## src/rtl/cnn_layer_accel_job_sequencer.sv

```systemverilog
// Job sequencer for a CNN layer quad: takes one host descriptor, loads the
// masked config lanes, then walks the quad through start/fetch/run/complete.

module cnn_layer_accel_job_sequencer_cfg_lane (
    input  logic clk_if,
    input  logic rst,
    input  logic load,
    input  logic load_val,
    input  logic accept,
    output logic pending
);
    // Only set by a descriptor load, so a lane never re-asserts after its accept.
    always_ff @(posedge clk_if or negedge rst) begin
        if (!rst)        pending <= 1'b0;
        else if (load)   pending <= load_val;
        else if (accept) pending <= 1'b0;
    end
endmodule

module cnn_layer_accel_job_sequencer #(
    parameter int C_TIMEOUT   = 4096,
    parameter int C_CNT_WIDTH = 16
) (
    input  logic                   clk_if,
    input  logic                   rst,
    input  logic                   desc_valid,
    output logic                   desc_ready,
    input  logic [127:0]           desc_params,
    input  logic [3:0]             desc_cfg_mask,
    input  logic [127:0]           desc_cfg_data,
    output logic [3:0]             config_valid,
    input  logic [3:0]             config_accept,
    output logic [127:0]           config_data,
    output logic                   job_start,
    input  logic                   job_accept,
    output logic [127:0]           job_parameters,
    input  logic                   job_fetch_request,
    output logic                   job_fetch_ack,
    input  logic                   job_fetch_complete,
    input  logic                   job_complete,
    output logic                   job_complete_ack,
    output logic                   busy,
    output logic                   done,
    output logic                   timeout_err,
    output logic [C_CNT_WIDTH-1:0] job_count
);
    localparam int NUM_LANES = 4;
    localparam int VEC_W     = 128;
    localparam int TW        = (C_TIMEOUT > 2) ? $clog2(C_TIMEOUT) : 1;
    localparam int TMO_LAST_I = (C_TIMEOUT == 0) ? 0 : C_TIMEOUT - 1;
    localparam logic [TW-1:0] TMO_LAST = TMO_LAST_I[TW-1:0];

    typedef enum logic [2:0] {IDLE, CONFIG, START, FETCH, RUN, CMPL_ACK} state_t;

    typedef struct packed {
        logic [VEC_W-1:0] params;
        logic [VEC_W-1:0] cfg;
    } job_desc_t;

    state_t              state_q, state_d;
    job_desc_t           desc_q;
    logic [NUM_LANES-1:0] pending;
    logic [TW-1:0]       tmo_cnt;
    logic                desc_fire, in_wait, fetch_phase, tmo_hit, cmpl_enter;
    logic [NUM_LANES-1:0] pend_left;

    assign desc_fire   = desc_valid & desc_ready;
    assign in_wait     = (state_q == START) || (state_q == FETCH) || (state_q == RUN);
    assign fetch_phase = (state_q == FETCH) || (state_q == RUN);
    assign tmo_hit     = (C_TIMEOUT != 0) && in_wait && (tmo_cnt == TMO_LAST);
    assign pend_left   = pending & ~config_accept;
    assign cmpl_enter  = (state_d == CMPL_ACK);

    generate
        for (genvar i = 0; i < NUM_LANES; i++) begin : g_lane
            cnn_layer_accel_job_sequencer_cfg_lane u_lane (
                .clk_if   (clk_if),
                .rst      (rst),
                .load     (desc_fire),
                .load_val (desc_cfg_mask[i]),
                .accept   (config_accept[i]),
                .pending  (pending[i])
            );
        end
    endgenerate

    assign config_valid   = pending;
    assign config_data    = desc_q.cfg;
    assign job_parameters = desc_q.params;

    always_ff @(posedge clk_if or negedge rst) begin
        if (!rst) state_q <= IDLE;
        else      state_q <= state_d;
    end

    always_comb begin
        state_d = state_q;
        case (state_q)
            IDLE:     if (desc_fire) state_d = (desc_cfg_mask != '0) ? CONFIG : START;
            CONFIG:   if (pend_left == '0) state_d = START;
            START:    if (job_accept) state_d = FETCH;
            FETCH: begin
                if (job_complete)            state_d = CMPL_ACK;
                else if (job_fetch_complete) state_d = RUN;
            end
            RUN:      if (job_complete) state_d = CMPL_ACK;
            CMPL_ACK: state_d = IDLE;
            default:  state_d = IDLE;
        endcase
        // A stalled handshake abandons the job regardless of coincident inputs.
        if (tmo_hit) state_d = IDLE;
    end

    // Every output is a flop fed from the next state, so each one moves on
    // the same edge as the state it belongs to.
    always_ff @(posedge clk_if or negedge rst) begin
        if (!rst) begin
            desc_q           <= '0;
            desc_ready       <= 1'b0;
            busy             <= 1'b0;
            job_start        <= 1'b0;
            job_fetch_ack    <= 1'b0;
            job_complete_ack <= 1'b0;
            done             <= 1'b0;
            timeout_err      <= 1'b0;
            job_count        <= '0;
            tmo_cnt          <= '0;
        end else begin
            desc_ready       <= (state_d == IDLE);
            busy             <= (state_d != IDLE);
            job_start        <= (state_d == START);
            job_fetch_ack    <= job_fetch_request & fetch_phase & ~tmo_hit;
            job_complete_ack <= cmpl_enter;
            done             <= cmpl_enter;
            if (cmpl_enter) job_count <= job_count + 1'b1;
            if (desc_fire) begin
                desc_q      <= '{desc_params, desc_cfg_data};
                timeout_err <= 1'b0;
            end else if (tmo_hit) begin
                timeout_err <= 1'b1;
            end
            tmo_cnt <= (state_d == state_q && in_wait) ? tmo_cnt + 1'b1 : '0;
        end
    end
endmodule

```

## config.mk

```make
export PLATFORM = sky130hd
export DESIGN_NAME = cnn_layer_accel_job_sequencer
export DESIGN_NICKNAME = d
export VERILOG_FILES = /design/src/rtl/cnn_layer_accel_job_sequencer.sv
export SDC_FILE = /design/constraint.sdc
export NUM_CORES = 1
export LEC_CHECK = 0
export ABC_AREA = 1
export BUFFER_PORTS_ARGS = -buffer_cell sky130_fd_sc_hd__buf_2
export CAP_MARGIN = 20
export CORE_AREA = 5 5 213 215
export DETAILED_ROUTE_END_ITERATION = 7
export DIE_AREA = 0 0 218 220
export SLEW_MARGIN = 20
export SYNTH_ARGS = -nofsm -noshare
export SYNTH_HDL_FRONTEND = slang
export SYNTH_SLANG_ARGS = --single-unit
```

## constraint.sdc

```tcl
create_clock -name clk_if -period 4 [get_ports clk_if]
set_input_delay 0 -clock clk_if [delete_from_list [all_inputs] [get_ports clk_if]]
set_output_delay 0 -clock clk_if [all_outputs]
set_load 0.02 [all_outputs]
```

# Yosys cells after proc, flatten, opt, wreduce, memory -nomap -nowiden
# Index checks and enable logic that the tools add are counted.
[word_totals] register_bits=297 input_bits=271 output_inout_bits=283 word_cells=66
[op_classes] add_sub_neg=2 eq_ne=8 n_mux=20 n_bitwise=6 n_reduce_logical=15
[ops] operator="$mux W3" count=7
[ops] operator="$add A16 B1 Y16 const B" count=1
[ops] operator="$pmux W3 S5" count=1
[ops] operator="$add A12 B1 Y12 const B" count=1
[ops] operator="$eq A12 B12 Y1 const B" count=1
[ops] operator="$mux W12" count=1
[ops] operator="$mux W1" count=10
[ops] operator="$reduce_bool A2 Y1" count=5
[ops] operator="$eq A3 B2 Y1 const B" count=3
[ops] operator="$eq A3 B3 Y1 const B" count=2
[ops] operator="$logic_not A3 Y1" count=2
[ops] operator="$and A4 B4 Y4" count=1
[ops] operator="$logic_not A4 Y1" count=1
[ops] operator="$not A4 Y4" count=1
[ops] operator="$reduce_bool A4 Y1" count=1
[ops] operator="$and A1 B1 Y1" count=3
[ops] operator="$eq A3 B1 Y1 const B" count=1
[ops] operator="$eq A3 B3 Y1" count=1
[ops] operator="$logic_or A1 B1 Y1" count=3
[ops] operator="$reduce_bool A3 Y1" count=1
[ops] operator="$logic_and A1 B1 Y1" count=2
[ops] operator="$mux W2" count=1
[ops] operator="$not A1 Y1" count=1

# Logic depth before layout (Yosys ltp)
# Gate-level depths: netlist of the first run.
[logic_depth] depth_word=9 depth_mapped=14 depth_no_buf=13

# By module
# From an unflattened synthesis of the first run, not the netlist that was laid out.
[unflattened] cells_unflattened=1363 area_unflattened_um2=11827.6
[by_module_without_submodules] mod="cnn_layer_accel_job_sequencer" instances=1 cells_per_inst=1343 area_each_um2=11667.4 seq_area_each_um2=7332.0
[by_module_without_submodules] mod="cnn_layer_accel_job_sequencer_cfg_lane" instances=4 cells_per_inst=5 area_each_um2=40.0 seq_area_each_um2=25.0

# Worst setup path before layout of the first run
# Ideal clock, no wire load.
[synth_timing] kind="register -> register" startpoint="register tmo_cnt[0]" endpoint="register tmo_cnt[6]" setup_time_ps=122 t_arrival_ps=1475 required_ps=3878 setup_slack_ps=2402 path_stages_with_launch=12 path_buffers=1 synth_period_minus_slack_ps=1598 cell_sequence="dfrtp_1 > ha_1 > nand3_2 > nor2_4 > nand3b_4 > nand2_1 > nand2_1 > nand2_1 > inv_1 > nand3_2 > buf_6 > nor2_2"
[synth_via] elab_chain_len=6 word_cells_on_any_way=7 classes_between="1 x add/sub; 2 x eq/ne; 2 x mux; 2 x reduce/logical"
[synth_rtl] element="start: declaration" line_no="63" source="logic [TW-1:0] tmo_cnt;"
[synth_rtl] element="start signal: assignment" line_no="142" source="tmo_cnt <= (state_d == state_q && in_wait) ? tmo_cnt + 1'b1 : '0;"
[synth_rtl] element="$eq A12 B12 Y1" line_no="70" source="assign tmo_hit = (C_TIMEOUT != 0) && in_wait && (tmo_cnt == TMO_LAST);"
[synth_rtl] element="$logic_and A1 B1 Y1" line_no="70"
[synth_rtl] element="$mux W3" line_no="111" source="if (tmo_hit) state_d = IDLE;"
[synth_rtl] element="$eq A3 B3 Y1" line_no="142"
[synth_rtl] element="$logic_and A1 B1 Y1" line_no="142"
[synth_rtl] element="$mux W12 *" line_no="142"
# Mark *: on every way between the ends. The rest lies on a longest branch, timed or not.
# A chain may end at the register's enable or synchronous reset.

# Worst setup path in the final report of the first run
[layout_timing] startpoint="register desc_ready" endpoint="register job_count[9]"
[layout_via] elab_chain_len=5
[layout_rtl] element="start: declaration" line_no="27" source="output logic desc_ready,"
[layout_rtl] element="start signal: assignment" line_no="129" source="desc_ready <= (state_d == IDLE);"
[layout_rtl] element="$and A1 B1 Y1" line_no="67" source="assign desc_fire = desc_valid & desc_ready;"
[layout_rtl] element="$mux W3" line_no="99" source="IDLE: if (desc_fire) state_d = (desc_cfg_mask != '0) ? CONFIG : START;"
[layout_rtl] element="$pmux W3 S5" line_no="98" source="case (state_q)"
[layout_rtl] element="$mux W3" line_no="111"
[layout_rtl] element="via state_d[0]" line_no="60" source="state_t state_q, state_d;"
[layout_rtl] element="$eq A3 B3 Y1" line_no="72" source="assign cmpl_enter = (state_d == CMPL_ACK);"
[layout_rtl] element="end signal: assignment" line_no="135" source="if (cmpl_enter) job_count <= job_count + 1'b1;"
[layout_rtl] element="end: declaration" line_no="45" source="output logic [C_CNT_WIDTH-1:0] job_count"
# The timed path passes the listed nets, and every way through them passes these cells.

==> results of run 1 <==
[worst min-delay path: stages]
cell and delay (ps):
buf_2 130, nand2_4 100, inv_8 110, nand2_1 120, nand2_1 40
[cells in the mapped netlist, drive strengths merged]
master	count	area (um^2)
inv	32	120.1
nand3b	1	20.02
nand2	852	3208
a21oi	1	5.000
ha	2	25.02
o31ai	1	7.510
xor2	11	96.34
clkbuf	49	183.9
dfrtp	297	7432
nand4	7	43.79
nor2	40	190.2
nor3	2	10.01
and3	1	6.260
o21ai	10	50.05
buf	17	115.1
nand3	21	120.1
xnor2	12	105.1
a21boi	1	7.510
o21bai	1	7.510
[worst max path at each step]
stage	to	cells after the start	start
floorplan	tmo_cnt[6]	11	tmo_cnt[0]
global placement	job_count[7]	12	desc_ready
detailed placement	job_count[10]	12	desc_ready
CTS	job_count[10]	13	desc_ready
global route	job_count[5]	13	desc_ready
finish	job_count[9]	13	desc_ready
[power breakdown]
part	internal [mW]	total, mW	switching [mW]
Combinational	1.86	5.73	3.87
Sequential	4.30	5.03	0.732
Clock	1.95	3.18	1.23
[flip-flops by register name, summed over array words and instances (netlist names), 3 cells and up]
signal,cells
job_parameters,128
state_q,3
tmo_cnt,12
config_data,128
job_count,16
g_lane.u_lane.pending,4
[logic make-up after synthesis]
group / after synthesis / share of synthesized area, %
AO/OA/AOI/OAI: 14 / 0.6600
flip-flops: 297 / 63.23
XOR/XNOR: 23 / 1.714
buffers and inverters: 98 / 3.566
adder cells (fa/ha/maj): 2 / 0.2129
AND/OR/NAND/NOR: 924 / 30.62
[cell type report]
type | count | area, um^2
well taps | 592 | 740.7
clock inverters | 7 | 85.08
repair buffers | 829 | 5563
inverters | 32 | 127.6
clock buffers | 54 | 1060
flip-flops and latches | 297 | 7432
multi-input cells | 963 | 3910
fillers | 4111 | 24630
[timing repair]
item | CTS | global route
endpoints found under the hold margin | 370 | 0
buffers inserted | 0 | 0
hold buffers | 270 | 0
[per-layer routing]
layer | wire, um | part of all wire [%] | track usage, %
met3 | 3542 | 8.5 | 5.317
met5 | 27 | 0.065 | 0
met4 | 2110 | 5.1 | 8.353
met1 | 16630 | 40 | 19.82
met2 | 19360 | 46 | 26.74
[stage by stage]
stage / utilization (%) / area [um^2] / hold slack [ps] / setup WS (ps) / total power, mW
floorplan: - / 11750 / -295.6 / 2402 / 8.344
global placement: 34.61 / 15070 / 125.2 / 1600 / 10.43
detailed placement: 34.61 / 15070 / 126.3 / 1546 / 10.52
CTS: 43.44 / 18920 / 35.97 / 921.7 / 14.05
global route: 43.44 / 18920 / 84.95 / 668.4 / 14.84
finish: 43.44 / 18920 / 33.98 / 1059 / 13.94
==> qor.json, run 1 <==
{
  "dp_hpwl_mm": 27.20,
  "slew_viol_final": 0,
  "count_of_antenna_violating_nets_left_after_detailed_routing": 0,
  "maxCapViolations": 0,
  "crit_path_slowest_cell": "dlygate4sd3_1",
  "r2r_start": "desc_ready",
  "remaining_drc_errors": 0,
  "cp_cell_sequence": "nand2_4 -> inv_8 -> nand3_1 -> nor2_1 -> nor2_1 -> nand2_2 -> dlygate4sd3_1 -> nand2_2 -> inv_2 -> nand3_2 -> inv_2 -> nand2_1 -> nand2_1",
  "critPathCaptureType": "flop",
  "fp.dieH_um": 220,
  "power_per_cell_area_nw_per_um2": 737.0,
  "post_synthesis_cell_type_count": 27,
  "via_count": 11850,
  "gp_congestion": 0.8333,
  "global_route_wire_length_before_repair_mm": 64.43,
  "max_stage_delay_ps": 600,
  "die-area_um2": 47960,
  "timing.critical_path.from_type": "flop",
  "mappedNetlistArea_um2": 11750,
  "post_cts_resize_count": 0,
  "timing.max_slew.rel_slack_pct": 37.77,
  "worst_clock_skew_ps": 18.64,
  "finish.cell_count_without_fillers": 2774,
  "drt-total-wl_mm": 41.67,
  "cts_htree_levels": 2,
  "layout_worst_path_cycle_share_pct": 73.52,
  "vdd_drop_max_mv": 0.3632,
  "initial_antenna_violation_count": 2,
  "status": "completed",
  "synth_seq_area_share_pct": 63.23,
  "timing.reg2reg.setup_slack_ps": 1060,
  "place.detailed.instances": 2443,
  "report.final.hold_viol_count": 0,
  "avgViaCountPerCell": 4.271,
  "floorplan.die.width_um": 218,
  "clock_sink_count": 297,
  "path_delay_family": "buffers and inverters",
  "power.leakage_nw": 10.52,
  "hold_path_depth": 5,
  "hold_path.class": "input pin to flop",
  "critPathKind": "flop to flop",
  "initial_utilization_pct": 26.99,
  "first_global_vias": 12190,
  "ys_warn_count": 0,
  "postSynthCellCount": 1358,
  "tritoncts_clock_tree": "yes",
  "first_pass_iters": 5,
  "setup_violations": 0,
  "layout_commonest_cell": "nand2_1",
  "cts_inserted_buffers": 35,
  "std_cell_rows": 77,
  "layout.nets": 2431,
  "ioPinCount": 554,
  "routed_length_per_instance_um": 15.02,
  "overflow": 0,
  "mostFrequentLayoutCells": "847 x nand2_1, 552 x buf_2, 297 x dfrtp_1",
  "mean_syn_cell_area_um2": 8.655,
  "grtUsageTotal_pct": 16.51,
  "regToRegEndpoint": "job_count[9]",
  "max_root_sink_buffers": 3,
  "total_of_buffers_placed_on_input_and_output_ports": 553,
  "maximum_number_of_pins_on_one_net_before_global_route_repair": 170,
  "rsz0062_at_grt": "no",
  "final_layout_size_suffix_gt1_share_pct": 29.15,
  "detail_route.iter0.violations": 875,
  "path_max_fanout": 96,
  "cp_data_required_time_ps": 4460,
  "synth.ff_latch_count": 297,
  "synth_fp_nets": 1631,
  "worstHoldStart": "desc_valid",
  "synthToLayoutAreaGrowth_pct": 60.95,
  "totalNegativeSetupSlack_ps": 0,
  "cp_num_buf_inv": 4,
  "cts_root_buffer": "clkbuf_16",
  "path_clk_slew_ps": 60,
  "coreArea_um2": 43550,
  "worst_r2r_path_depth": 13,
  "capture_endpoint_of_the_worst_hold_path": "config_data[35]",
  "cp.arrival_ps": 3400,
  "clock_latency_ps": 530,
  "highest_achievable_clock_rate_ghz": 0.3400,
  "timing_worst_slew_pin_value_ps": 933.4,
  "final.min_clock_period_ps": 2941,
  "antenna_cells_inserted": 0
}
No activity file was read; power rests on OpenSTA's default activity.
==> run 2, diff against run 1 <==
--- a/config.mk
+++ b/config.mk
@@ -8,9 +8,9 @@
 export ABC_AREA = 1
 export BUFFER_PORTS_ARGS = -buffer_cell sky130_fd_sc_hd__buf_2
 export CAP_MARGIN = 20
-export CORE_AREA = 5 5 213 215
+export CORE_AREA = 5 5 212 214
 export DETAILED_ROUTE_END_ITERATION = 7
-export DIE_AREA = 0 0 218 220
+export DIE_AREA = 0 0 217 219
 export SLEW_MARGIN = 20
 export SYNTH_ARGS = -nofsm -noshare
 export SYNTH_HDL_FRONTEND = slang
==> constraint.sdc (replaced) <==
create_clock -name clk_if -period 2.65 [get_ports clk_if]
set_input_delay 0 -clock clk_if [delete_from_list [all_inputs] [get_ports clk_if]]
set_output_delay 0 -clock clk_if [all_outputs]
set_load 0.02 [all_outputs]
==> qor.json, run 2 (synthesis results as in run 1) <==
{
  "status": "completed",
  "coreArea": {"value": 42700, "unit": "um^2", "change": "-2.0%"},
  "report.final.hold_viol_count": {"value": 0, "change": "unchanged"},
  "critPathCaptureType": "flop",
  "layout_worst_path_cycle_share": {"value": 82.50, "unit": "%", "change": "+9.0 points"},
  "tritoncts_clock_tree": "yes",
  "die-area": {"value": 47520, "unit": "um^2", "change": "-0.91%"},
  "detail_route.iter0.violations": {"value": 951, "change": "+8.7%"},
  "drt-total-wl": {"value": 41.49, "unit": "mm", "change": "-0.45%"},
  "ioPinCount": {"value": 554, "change": "unchanged"},
  "path_max_fanout": {"value": 21, "change": "-78%"},
  "max_root_sink_buffers": {"value": 3, "change": "unchanged"},
  "cp_data_required_time": {"value": 3100, "unit": "ps", "change": "-1360 ps"},
  "remaining_drc_errors": {"value": 0, "change": "unchanged"},
  "cp.arrival": {"value": 2640, "unit": "ps", "change": "-760 ps"},
  "dp_hpwl": {"value": 27.23, "unit": "mm", "change": "about the same"},
  "layout_commonest_cell": "nand2_1",
  "power_per_cell_area": {"value": 1117, "unit": "nW/um^2", "change": "+52%"},
  "grtUsageTotal": {"value": 16.78, "unit": "%", "change": "+0.27 points"},
  "timing.critical_path.mode_cell": "nand2_1",
  "clock_sink_count": {"value": 297, "change": "unchanged"},
  "fp.dieH": {"value": 219, "unit": "um", "change": "-0.45%"},
  "total_of_buffers_placed_on_input_and_output_ports": {"value": 553, "change": "unchanged"},
  "first_global_vias": {"value": 12570, "change": "+3.1%"},
  "maxCapViolations": {"value": 0, "change": "unchanged"},
  "final.min_clock_period": {"value": 2186, "unit": "ps", "change": "-754.8 ps"},
  "via_count": {"value": 11900, "change": "+0.43%"},
  "initial_utilization": {"value": 27.53, "unit": "%", "change": "+0.54 points"},
  "cts_inserted_buffers": {"value": 36, "change": "+2.9%"},
  "vdd_drop_max": {"value": 0.5613, "unit": "mV", "change": "+55%"},
  "timing.critical_path.from_type": "flop",
  "slew_viol_final": {"value": 0, "change": "unchanged"},
  "power.leakage": {"value": 10.61, "unit": "nW", "change": "+0.86%"},
  "timing.max_slew.rel_slack": {"value": 46.49, "unit": "%", "change": "+8.7 points"},
  "synthToLayoutAreaGrowth_pct": 61.89,
  "gp_congestion": {"value": 0.8147, "change": "-2.2%"},
  "crit_path_slowest_cell": "nand3_2",
  "path_delay_family": "simple AND/OR/NAND/NOR gates",
  "overflow": {"value": 0, "change": "unchanged"},
  "first_pass_iters": {"value": 7, "change": "+2"},
  "count_of_antenna_violating_nets_left_after_detailed_routing": {"value": 0, "change": "unchanged"},
  "mostFrequentLayoutCells": "847 x nand2_1, 552 x buf_2, 297 x dfrtp_1",
  "cts_root_buffer": "clkbuf_16",
  "critPathKind": "flop to flop",
  "hold_path.class": "input pin to asynchronous set/reset pin",
  "setup_violations": {"value": 0, "change": "unchanged"},
  "rsz0062_at_grt": "no",
  "post_cts_buffers": {"value": 0, "change": "unchanged"},
  "floorplan.die.width": {"value": 217, "unit": "um", "change": "-0.46%"},
  "timing_worst_slew_pin_value": {"value": 802.6, "unit": "ps", "change": "-130.8 ps"},
  "final_layout_size_suffix_gt1_share": {"value": 29.60, "unit": "%", "change": "+0.45 points"},
  "layout.nets": {"value": 2438, "change": "+0.29%"},
  "highest_achievable_clock_rate": {"value": 0.4574, "unit": "GHz", "change": "+35%"},
  "clock_latency": {"value": 520, "unit": "ps", "change": "about the same"},
  "global_route_wire_length_before_repair": {"value": 65.81, "unit": "mm", "change": "+2.1%"},
  "avgViaCountPerCell": {"value": 4.349, "change": "+1.8%"},
  "cts_htree_levels": {"value": 2, "change": "unchanged"},
  "totalNegativeSetupSlack": {"value": 0, "unit": "ps", "change": "unchanged"},
  "cp_cell_sequence": "ha_1 -> nand3_2 -> nor2_4 -> nand3b_4 -> nand2_1 -> nand3_2 -> inv_2 -> nand2_1 -> nand2_1",
  "maximum_number_of_pins_on_one_net_before_global_route_repair": {"value": 160, "change": "-5.9%"},
  "worst_clock_skew": {"value": 9.690, "unit": "ps", "change": "-8.955 ps"},
  "totalPowerFinal": {"value": 21.25, "unit": "mW", "change": "+52%"},
  "initial_antenna_violation_count": {"value": 0, "change": "-2"},
  "max_stage_delay": {"value": 400, "unit": "ps", "change": "-200 ps"},
  "std_cell_rows": {"value": 76, "change": "-1.3%"},
  "cp_num_buf_inv": {"value": 1, "change": "-3"},
  "routed_length_per_instance": {"value": 15.16, "unit": "um", "change": "+0.94%"},
  "path_clk_slew": {"value": 60, "unit": "ps", "change": "about the same"}
}
-- run 2: changes by cell type in the layout (fill, tap and decap cells not counted) --
cell,change
clkbuf_1,-6
clkbuf_8,+5
buf_12,+4
clkinv_4,+2
buf_4,+1
clkinv_2,-1
diode_2,+1
dlygate4sd3_1,+1
inv_6,+1
-- run 2: area by class of cell --
cell class	count	area, um^2
well taps	546	683.2
clock inverters	9	106.4
repair buffers	835	5660
fillers	3935	23670
multi-input cells	963	3910
clock buffers	53	1106
flip-flops and latches	297	7432
inverters	32	127.6
diodes	1	2.502
-- run 2: where the power goes --
part           internal (mW)  total [mW]  switching [mW]
clock network           3.08        4.96            1.88
logic                   2.85        8.71            5.86
registers               6.49        7.59            1.10
-- run 2: stage by stage --
step	cell area, um^2	cells	worst slack (ps)	hold WS, ps	util [%]
after floorplan	11750	1358	1052	-295.6	-
after global placement	15100	2402	509.3	78.00	35.37
after detailed placement	15100	2402	432.9	80.44	35.37
after CTS	19030	2735	425.0	99.74	44.56
after global routing	19030	2735	163.5	128.7	44.56
final	19030	2736	463.8	83.10	44.57
-- run 2: path summary, 6_finish.rpt --
| kind | to | cells past startpoint | slack [ps] | start |
|---|---|---|---|---|
| setup / recovery | job_count[10] | 9 | 460 | tmo_cnt[0] |
| hold / removal | config_data[12] | 2 | 80 | rst |
| setup reg to reg | job_count[10] | 9 | 460 | tmo_cnt[0] |
| hold reg to reg | tmo_cnt[0] | 1 | 460 | tmo_cnt[0] |
| max in group asynchronous | job_parameters[7] | 3 | 1740 | rst |
| min in group clk_if | config_data[24] | 5 | 120 | desc_valid |
-- run 2: repair_timing --
| item | 4_1_cts | 5_1_grt |
|---|---|---|
| endpoints found under the hold margin | 375 | 0 |
| hold buffers | 271 | 0 |
| resized for setup | 0 | 0 |
-- run 2: layer usage --
| metal | wire (um) | part of all wire, % | vias up | global-route usage [%] |
|---|---|---|---|---|
| met3 | 3529 | 8.5 | 108 | 5.228 |
| li1 | - | - | 5714 | - |
| met2 | 19960 | 48 | 553 | 28.38 |
| met1 | 16410 | 40 | 5524 | 20.11 |
| met5 | 0 | 0 | - | 0 |
| met4 | 1591 | 3.8 | 0 | 6.467 |
==> run 3, diff against run 2 <==
--- a/config.mk
+++ b/config.mk
@@ -8,9 +8,9 @@
 export ABC_AREA = 1
 export BUFFER_PORTS_ARGS = -buffer_cell sky130_fd_sc_hd__buf_2
 export CAP_MARGIN = 20
-export CORE_AREA = 5 5 212 214
+export CORE_AREA = 5 5 213 215
 export DETAILED_ROUTE_END_ITERATION = 7
-export DIE_AREA = 0 0 217 219
+export DIE_AREA = 0 0 218 220
 export SLEW_MARGIN = 20
 export SYNTH_ARGS = -nofsm -noshare
 export SYNTH_HDL_FRONTEND = slang
==> constraint.sdc (replaced) <==
create_clock -name clk_if -period 2.02 [get_ports clk_if]
set_input_delay 0 -clock clk_if [delete_from_list [all_inputs] [get_ports clk_if]]
set_output_delay 0 -clock clk_if [all_outputs]
set_load 0.02 [all_outputs]
==> qor.json, run 3 (synthesis results as in run 1) <==
{
  "power_per_cell_area": {"value": 1458, "unit": "nW/um^2", "change": "+31%"},
  "synthToLayoutAreaGrowth_pct": 63.14,
  "ioPinCount": {"value": 554, "change": "unchanged"},
  "highest_achievable_clock_rate": {"value": 0.5306, "unit": "GHz", "change": "+16%"},
  "fp.dieH": {"value": 220, "unit": "um", "change": "+0.46%"},
  "first_pass_iters": {"value": 5, "change": "-2"},
  "maximum_number_of_pins_on_one_net_before_global_route_repair": {"value": 150, "change": "-6.3%"},
  "first_global_vias": {"value": 12320, "change": "-2.0%"},
  "routed_length_per_instance": {"value": 15.20, "unit": "um", "change": "+0.25%"},
  "remaining_drc_errors": {"value": 0, "change": "unchanged"},
  "layout.nets": {"value": 2445, "change": "+0.29%"},
  "global_route_wire_length_before_repair": {"value": 65.15, "unit": "mm", "change": "-1.0%"},
  "cp.arrival": {"value": 2290, "unit": "ps", "change": "-350 ps"},
  "drt-total-wl": {"value": 42.46, "unit": "mm", "change": "+2.3%"},
  "count_of_antenna_violating_nets_left_after_detailed_routing": {"value": 0, "change": "unchanged"},
  "path_max_fanout": {"value": 8, "change": "-62%"},
  "report.final.hold_viol_count": {"value": 0, "change": "unchanged"},
  "overflow": {"value": 0, "change": "unchanged"},
  "worst_clock_skew": {"value": 18.58, "unit": "ps", "change": "+8.889 ps"},
  "post_dp_cell_area": {"value": 15220, "unit": "um^2", "change": "+0.81%"},
  "initial_utilization": {"value": 26.99, "unit": "%", "change": "-0.54 points"},
  "crit_path_slowest_cell": "dlygate4sd3_1",
  "p_sw": {"value": 11.62, "unit": "mW", "change": "+32%"},
  "std_cell_rows": {"value": 77, "change": "+1.3%"},
  "power.leakage": {"value": 10.64, "unit": "nW", "change": "+0.26%"},
  "pwr-share-clk": {"value": 23.3, "unit": "%", "change": "about the same"},
  "fill_cells": {"value": 4056, "change": "+3.1%"},
  "timing.reg2reg.setup_slack": {"value": 140, "unit": "ps", "change": "-330 ps"},
  "critPathKind": "flop to flop",
  "maxCapViolations": {"value": 0, "change": "unchanged"},
  "avgViaCountPerCell": {"value": 4.311, "change": "-0.87%"},
  "finalWorstSetupSlack": {"value": 135.4, "unit": "ps", "change": "-328.3 ps"},
  "final.min_clock_period": {"value": 1885, "unit": "ps", "change": "-301.7 ps"},
  "slew_viol_final": {"value": 0, "change": "unchanged"},
  "path_clk_slew": {"value": 60, "unit": "ps", "change": "about the same"},
  "max_stage_delay": {"value": 550, "unit": "ps", "change": "+150 ps"},
  "cts_htree_levels": {"value": 2, "change": "unchanged"},
  "clock_sink_count": {"value": 297, "change": "unchanged"},
  "status": "completed",
  "final_layout_size_suffix_gt1_share": {"value": 29.74, "unit": "%", "change": "+0.13 points"},
  "hold_path.class": "input pin to asynchronous set/reset pin",
  "grtUsageTotal": {"value": 16.79, "unit": "%", "change": "about the same"},
  "postLayoutCellArea": {"value": 19170, "unit": "um^2", "change": "+0.77%"},
  "rsz0062_at_grt": "no",
  "timing.max_slew.rel_slack": {"value": 49.90, "unit": "%", "change": "+3.4 points"},
  "p_sw_share": {"value": 41.59, "unit": "%", "change": "about the same"},
  "mostFrequentLayoutCells": "846 x nand2_1, 552 x buf_2, 297 x dfrtp_1",
  "setup_violations": {"value": 0, "change": "unchanged"},
  "vdd_drop_max": {"value": 0.8566, "unit": "mV", "change": "+53%"},
  "layout_worst_path_cycle_share": {"value": 93.29, "unit": "%", "change": "+11 points"},
  "cts_inserted_buffers": {"value": 35, "change": "-2.8%"},
  "critPathCaptureType": "flop",
  "timing.critical_path.from_type": "flop",
  "final_core_utilization": {"value": 44.03, "unit": "%", "change": "-0.53 points"},
  "placement.setup.worst_slack": {"value": 95.51, "unit": "ps", "change": "-337.4 ps"},
  "detail_route.iter0.violations": {"value": 893, "change": "-6.1%"},
  "post_cts_buffers": {"value": 0, "change": "unchanged"},
  "cts_root_buffer": "clkbuf_16",
  "timing_worst_slew_pin_value": {"value": 751.6, "unit": "ps", "change": "-51.06 ps"},
  "coreArea": {"value": 43550, "unit": "um^2", "change": "+2.0%"},
  "dp_hpwl": {"value": 27.80, "unit": "mm", "change": "+2.1%"},
  "cp_cell_sequence": "ha_2 -> nand3_2 -> nor2_4 -> nand3b_4 -> nand2_1 -> inv_1 -> dlygate4sd3_1",
  "initial_antenna_violation_count": {"value": 5, "change": "+5"},
  "gp_congestion": {"value": 0.8502, "change": "+4.4%"},
  "clock_latency": {"value": 530, "unit": "ps", "change": "about the same"},
  "total_of_buffers_placed_on_input_and_output_ports": {"value": 553, "change": "unchanged"},
  "die-area": {"value": 47960, "unit": "um^2", "change": "+0.92%"},
  "layout_commonest_cell": "nand2_1",
  "p_int": {"value": 16.33, "unit": "mW", "change": "+31%"},
  "floorplan.die.width": {"value": 218, "unit": "um", "change": "+0.46%"},
  "max_root_sink_buffers": {"value": 3, "change": "unchanged"},
  "share_comb_of_total_power": {"value": 41.0, "unit": "%", "change": "about the same"},
  "tritoncts_clock_tree": "yes",
  "totalPowerFinal": {"value": 27.95, "unit": "mW", "change": "+32%"},
  "path_delay_family": "buffers and inverters",
  "totalNegativeSetupSlack": {"value": 0, "unit": "ps", "change": "unchanged"},
  "via_count": {"value": 12040, "change": "+1.2%"},
  "cp_num_buf_inv": {"value": 2, "change": "+1"},
  "p_seq_share": {"value": 35.7, "unit": "%", "change": "about the same"},
  "cp_data_required_time": {"value": 2430, "unit": "ps", "change": "-670 ps"}
}
run 3: power groups by stage:
| stage | combinational (mW) | clock, mW | sequential (mW) |
|---|---|---|---|
| after global placement | 10.8 | 0 | 9.91 |
| after global routing | 12.5 | 6.98 | 10.3 |
| after detailed placement | 11.0 | 0 | 9.94 |
| final | 11.5 | 6.51 | 9.98 |
| after floorplan | 3.51 | 0 | 13.0 |
| after CTS | 11.5 | 6.76 | 9.91 |
run 3: metal layers:
layer  wire (um)  GRT usage, %  vias up
met5           0             0        -
met4        1844         7.745        0
met3        3578         4.973      128
met2       20460         28.28      541
met1       16580         19.83     5628
li1            -             -     5744
run 3: cell type report:
| type | count | area, um^2 | share of cell area, % |
|---|---|---|---|
| sequential | 297 | 7432 | 38.76 |
| clock inverter | 11 | 162.7 | 0.8483 |
| antenna | 5 | 12.51 | 0.06525 |
| inverter | 32 | 130.1 | 0.6786 |
| timing repair buffer | 843 | 5749 | 29.98 |
| tap | 592 | 740.7 | 3.863 |
| multi-input combinational | 963 | 3923 | 20.46 |
| clock buffer | 50 | 1025 | 5.344 |
run 3: path summary, 6_finish.rpt:
path                                       end             from  cells past startpoint
min in group clk_if        job_parameters[105]       desc_valid                      5
max in group asynchronous         job_count[7]              rst                      4
setup reg to reg                    state_q[2]       tmo_cnt[0]                      7
hold / removal             job_parameters[125]              rst                      3
hold reg to reg                config_data[77]  config_data[77]                      2
setup / recovery                    state_q[2]       tmo_cnt[0]                      7
run 3: what timing repair did:
item,in CTS,in global routing
hold buffers,272,0
hold endpoints to repair,563,0
resized for setup,0,5
setup endpoints to repair,0,20
run 3: worst register-to-register path: stages (launching register included):
cell           delay [ps]
dfrtp_1               370
ha_2                  220
nand3_2               120
nor2_4                160
nand3b_4              130
nand2_1               140
inv_1                  70
dlygate4sd3_1         550
run 3: through the flow:
| stage | std cells | hold WS, ps |
|---|---|---|
| detailed placement | 2455 | -79.45 |
| finish | 2793 | 63.07 |
| CTS | 2788 | 49.88 |
| global route | 2793 | 84.86 |
| global placement | 2455 | -84.66 |
| floorplan | 1358 | -295.6 |
